$ cat config.mk
export PLATFORM = sky130hd
export DESIGN_NAME = stop_watch_ctrl
export DESIGN_NICKNAME = d
export VERILOG_FILES = /design/src/rtl/stop_watch_ctrl.sv
export SDC_FILE = /design/constraint.sdc
export NUM_CORES = 1
export LEC_CHECK = 0
export ABC_AREA = 1
export CAP_MARGIN = 15
export CORE_ASPECT_RATIO = 0.6
export CORE_UTILIZATION = 57
export CTS_BUF_LIST = sky130_fd_sc_hd__clkbuf_16
export CTS_CLUSTER_SIZE = 30
export DETAILED_ROUTE_END_ITERATION = 10
export MAX_ROUTING_LAYER = met4
export PLACE_DENSITY = 0.8
export SLEW_MARGIN = 15
export SYNTH_ARGS = -nofsm -noshare
export SYNTH_HDL_FRONTEND = slang
export SYNTH_SLANG_ARGS = --single-unit
$ cat constraint.sdc
create_clock -name clk -period 1.9 [get_ports clk]
set_input_delay 0.475 -clock clk [delete_from_list [all_inputs] [get_ports clk]]
set_output_delay 0.475 -clock clk [all_outputs]
set_load 0.02 [all_outputs]
$ cat src/rtl/stop_watch_ctrl.sv
// Stop-watch button controller: sync + debounce + start/pause/lap/clear FSM; raw edge to go = DB_CYCLES+4 cycles.
// No backpressure (buttons are level inputs); AUTO_STOP_EN makes the count stop at 9999 instead of wrapping.
module stop_watch_ctrl #(
    parameter int DB_CYCLES = 2000000
) (
    input  logic       clk,
    input  logic       reset,
    input  logic       btn_ss,
    input  logic       btn_lr,
    input  logic [3:0] cnt3,
    input  logic [3:0] cnt2,
    input  logic [3:0] cnt1,
    input  logic [3:0] cnt0,
    output logic       go,
    output logic       clr,
    output logic [3:0] disp3,
    output logic [3:0] disp2,
    output logic [3:0] disp1,
    output logic [3:0] disp0,
    output logic       running,
    output logic       lap_active
);
    localparam int CW = $clog2(DB_CYCLES + 1);

    typedef enum logic [1:0] {IDLE, RUN, PAUSE, LAP} state_t;

    // Bit 0 is start/stop, bit 1 is lap/reset.
    logic [1:0]    sync1_q, sync2_q, db_q, db_dly_q, press_q;
    logic [CW-1:0] db_cnt_q [2];

    state_t      state_q, state_d;
    logic        go_q, go_d, clr_q, clr_d, rst_q;
    logic [15:0] lap_q, lap_d;
    logic [15:0] cnt_all;
    logic        ss_p, lr_p, at_max;

    always_ff @(posedge clk) begin
        if (reset) begin
            sync1_q  <= '0;
            sync2_q  <= '0;
            db_q     <= '0;
            db_dly_q <= '0;
            press_q  <= '0;
            for (int i = 0; i < 2; i++) db_cnt_q[i] <= '0;
        end else begin
            sync1_q  <= {btn_lr, btn_ss};
            sync2_q  <= sync1_q;
            db_dly_q <= db_q;
            press_q  <= db_q & ~db_dly_q;
            for (int i = 0; i < 2; i++) begin
                if (sync2_q[i] == db_q[i]) begin
                    db_cnt_q[i] <= '0;
                end else if (db_cnt_q[i] == CW'(DB_CYCLES - 1)) begin
                    db_q[i]     <= sync2_q[i];
                    db_cnt_q[i] <= '0;
                end else begin
                    db_cnt_q[i] <= db_cnt_q[i] + 1'b1;
                end
            end
        end
    end

    assign ss_p    = press_q[0];
    assign lr_p    = press_q[1];
    assign cnt_all = {cnt3, cnt2, cnt1, cnt0};

`ifdef AUTO_STOP_EN
    assign at_max = (cnt_all == 16'h9999);
`else
    assign at_max = 1'b0;
`endif

    // rst_q keeps clr asserted for one extra cycle after reset drops.
    always_comb begin
        state_d = state_q;
        clr_d   = rst_q;
        lap_d   = lap_q;
        case (state_q)
            IDLE: begin
                if (ss_p)      state_d = RUN;
                else if (lr_p) clr_d   = 1'b1;
            end
            RUN: begin
                if (at_max || ss_p) begin
                    state_d = PAUSE;
                end else if (lr_p) begin
                    state_d = LAP;
                    lap_d   = cnt_all;
                end
            end
            LAP: begin
                if (at_max || ss_p) state_d = PAUSE;
                else if (lr_p)      state_d = RUN;
            end
            PAUSE: begin
                if (ss_p && !at_max) begin
                    state_d = RUN;
                end else if (lr_p) begin
                    state_d = IDLE;
                    clr_d   = 1'b1;
                end
            end
            default: state_d = IDLE;
        endcase
        go_d = (state_d == RUN) || (state_d == LAP);
    end

    always_ff @(posedge clk) begin
        if (reset) begin
            state_q <= IDLE;
            go_q    <= 1'b0;
            clr_q   <= 1'b1;
            rst_q   <= 1'b1;
            lap_q   <= '0;
        end else begin
            state_q <= state_d;
            go_q    <= go_d;
            clr_q   <= clr_d;
            rst_q   <= 1'b0;
            lap_q   <= lap_d;
        end
    end

    assign go         = go_q;
    assign clr        = clr_q;
    assign running    = (state_q == RUN) || (state_q == LAP);
    assign lap_active = (state_q == LAP);

    always_comb begin
        if (state_q == LAP) {disp3, disp2, disp1, disp0} = lap_q;
        else                {disp3, disp2, disp1, disp0} = cnt_all;
    end
endmodule

---- Word level (Yosys, flattened, before mapping) ----
Memory sizes are Yosys's and may differ from the RTL's.
Cells that the tools add are included.
word-level totals
  latch bits .............................. 0
  register bits after elaboration ......... 31
  output and inout port bits .............. 20
  word-level logic and storage cells ...... 86
  input port bits ......................... 20
  memories ................................ 1
  ROM bits ................................ 0
  bits in writable memories ............... 42
operators by class
  add/subtract/negate cells ............... 2
  eq/ne operators ......................... 9
  shift-type cells ........................ 0
  reductions and logical operators ........ 7
  div/mod/pow operators ................... 0
  $mul .................................... 0
  bitwise logic cells ..................... 11
  order comparisons ....................... 0
  multiplexer cells ....................... 45
memory list
  memory    words  width  read ports  clocked after memory_dff  write ports  line  RTL
  db_cnt_q  2      21     2           0                         2            29    logic [CW-1:0] db_cnt_q [2];
operators by type and width
  operator               number
  $mux 21                6
  $add 21x1->21 const B  2
  $eq 21x21->1 const B   2
  $mux 1                 27
  $mux 4                 4
  $mux 2                 7
  $pmux 2 s4             1
  $eq 2x2->1 const B     3
  $or 1x1->1             6
  $eq 2x1->1 const B     2
  $reduce_and 2->1       2
  $not 1->1              3
  $reduce_and 3->1       1
  $and 2x2->2            1
  $eq 1x1->1             2
  $logic_not 2->1        1
  $logic_or 1x1->1       2
  $not 2->2              1
  $reduce_or 2->1        1

---- Longest topological paths before layout ----
An unclocked memory read counts as a cell.
  depth in word-level cells ............... 8
  gate-level depth with buffers ........... 9
  mapped depth without buffers ............ 9

---- Least setup slack after synthesis ----
No wires, ideal clock.
  kind .................................... register to output
  start point ............................. register state_q[0]
  end point ............................... output port disp1[0]
  path buffers ............................ 1
  cell stages (with the launch flop) ...... 6
  arrival time ............................ 1.142 ns
  slack ................................... 0.283 ns
  data required time ...................... 1.425 ns
  path through ............................ dfxtp_1 > nand2_1 > clkinv_1 > buf_2 > nand2_1 > nand2_1
between the ends
  longest elaborated chain between the ends .. 2
RTL lines
  what                      line  RTL
  start: declaration        31    state_t state_q, state_d;
  start signal: assignment  116   state_q <= state_d;
  $eq 2x2->1                n/a
  named net lap_active      21    output logic lap_active
  $mux 4                    130   if (state_q == LAP) {disp3, disp2, disp1, disp0} = lap_q;
  end: declaration          18    output logic [3:0] disp1,
The timed path passes the listed nets, and every way through them passes these cells.

---- Worst setup path after layout ----
  start point ............................. input port cnt2[1]
  end point ............................... output port disp2[1]
between the ends
  longest elaborated chain between the ends .. 1
RTL lines
  what                line  RTL
  start: declaration  11    input logic [3:0] cnt2,
  $mux 4              130
  end: declaration    17    output logic [3:0] disp2,
No other way between the ends.

==> impl_metrics.toml <==
[grt]
antenna_found_initial = 0
gr-total-overflow = 0
grt_pass1_vias = 3203
grt_max_degree = 19
grtUsageTotal_pct = 28.12
grt_first_pass_wirelength_mm = 14.81

[power]
peakVddDrop_mv = 0.6528
p_per_area_nw_per_um2 = 786.1
power.leakage_nw = 1.988

[worst_setup_path]
worstPathRequired_ps = 1420
worstPathArrival_ps = 1380
cp_max_fo = 2
endpoint_kind = "primary output"
crit_type = "input port to primary output"
start_kind = "input port"

[clock_tree]
tritoncts = "done"
path_clk_slew_ps = 60
cts_made_buffers = 9
clockRootBuffer = "clkbuf_16"
cts_hold_buf = 0
cts.sinks = 73
h-tree-depth = 3
ctsLongestPathBuffers = 2
insertion_delay_ps = 330
postCtsSetupRepairBufs = 0

[synth]
ys.flop_type = "edfxtp_1"
synth_area_leaders = "edfxtp_1 (32%), dfxtp_1 (16%), nand2_1 (13%)"
synth-async-reset-ratio_pct = 0
synth_cells = 504
ys_seq_area_share_pct = 48.48
syn_area_um2 = 3881
synth_cell_type_count = 33
synth.top_cell.area_share_pct = 32.50
synth-edff-count = 42
yosys_warnings = 0
synth_area_leader_cell = "edfxtp_1"
synth.avg_cell_area_um2 = 7.701
synth_seq_cells = 73

[die]
die_x_um = 108.5
die_h_um = 65.92
pin_count = 40
core_um2 = 6331
std_cell_rows = 22
start_util_pct = 61.30
die_area_um2 = 7154

[drt]
drtIter0Drc = 285
ant_nets = 0
via_per_inst = 5.063
wl_mm = 9.002
remaining_drc_errors = 0
avgRoutedWirePerCell_um = 13.10
drt_first_pass_iters = 5
vias = 3478

[finish]
utilization_pct = 76.72
final_nets = 620
final_cell_mix = "nand2_1 (135), nor2_1 (132), edfxtp_1 (42), conb_1 (42), inv_1 (34)"
layout_commonest_cell = "nand2_1"
n_antenna_cell = 0
final_area_um2 = 4857
nFillCells = 442
syn_to_final_growth_pct = 25.15
drive_gt1_share_pct = 12.11

[placement]
place_area_um2 = 4559
dp_hpwl_mm = 6.446
gp_congestion = 0.9217
portBuffers = 39

[min_path]
hp-class = "flip-flop to flip-flop"

[timing]
finalClockSkew_ps = 9.895
clock.fmax_mhz = 540.1
fin_crit_sh_pct = 97.45
finalHoldViolCount = 0
rsz0062_at_grt = "false"
min_period_ps = 1852
whs_ps = 392.8
drv_slew = 0
setup_viol = 0

[run]
cap_violations = 0

[outcome]
status = "finished clean"
-- worst paths after layout --
check	startpoint	endpoint	slack [ps]	cells past startpoint
setup / recovery	cnt2[1]	disp2[1]	50	4
hold / removal	db_dly_q[0]$_SDFF_PP0_	press_q[0]$_SDFF_PP0_	390	1
setup reg to reg	db_cnt_q[1][1]$_SDFFCE_PN0P_	db_cnt_q[1][17]$_SDFFCE_PN0P_	180	7
hold reg to reg	db_dly_q[0]$_SDFF_PP0_	press_q[0]$_SDFF_PP0_	390	1
-- layer usage --
metal | routed length (um) | global-route usage (%)
met1 | 4412 | 39.04
met5 | 0 | -
met3 | 722 | 7.389
met2 | 3737 | 40.11
met4 | 129 | 8.615
-- synth_stat cells (all sizes together) (2+ instances only) --
cell type,n
inv,37
ha,2
xor2,13
nor2,141
a21oi,12
or2,3
o21ai,20
clkbuf,5
nand3,24
edfxtp,42
dfxtp,31
nand4,6
nor3,3
buf,7
nand2,141
xnor2,10
-- per-stage QoR --
stage               setup TNS [ps]  power (mW)  setup WS (ps)  std cells
global route                     0       3.931          12.79        687
floorplan                        0       1.927          282.6        545
CTS                              0       3.839         0.1237        685
finish                           0       3.818          48.48        687
detailed placement           -4225       2.050         -301.2        669
global placement             -3886       2.041         -265.1        669
-- power breakdown --
part,leakage [nW],internal [mW],switching [mW]
Clock,0.163,1.17,0.641
Combinational,1.14,0.106,0.139
Sequential,0.685,1.72,0.0493
Total,1.99,2.99,0.829
-- what timing repair did --
item	4_1_cts	5_1_grt
cloned	0	2
gates resized for setup	39	13
setup endpoints to repair	17	17
-- final cells by class --
| class | count | area [um2] | share of cell area (%) |
|---|---|---|---|
| Multi-Input combinational cell | 422 | 1932 | 39.77 |
| Sequential cell | 73 | 1882 | 38.74 |
| Timing Repair Buffer | 53 | 459.2 | 9.454 |
| Clock buffer | 11 | 275.3 | 5.667 |
| Inverter | 38 | 147.6 | 3.040 |
| Tap cell | 84 | 105.1 | 2.164 |
| Clock inverter | 5 | 51.30 | 1.056 |
| Timing Repair inverter | 1 | 5.005 | 0.1030 |
-- critical path, cell delays in order --
cell and delay, ps:
clkdlybuf4s50_1 490, nand2_1 80, nand2_1 70, clkdlybuf4s15_2 260
-- kinds of logic after synthesis --
kind of cell | count (synthesis) | share of synthesized area, %
simple gates | 320 | 35.01
buf+inv | 50 | 5.770
fa+ha+maj | 2 | 0.6446
compound gates | 35 | 4.804
flops | 73 | 48.48
other cells | 1 | 0.09662
xor+xnor | 23 | 5.190
-- state kept, by name (all words and copies together), names as in the netlist, 2 cells and up --
name / flops
db_cnt_q: 42
lap_q: 16
db_dly_q: 2
db_q: 2
press_q: 2
state_q: 2
sync1_q: 2
sync2_q: 2
Note: power is estimated with default switching activity, not from simulation.
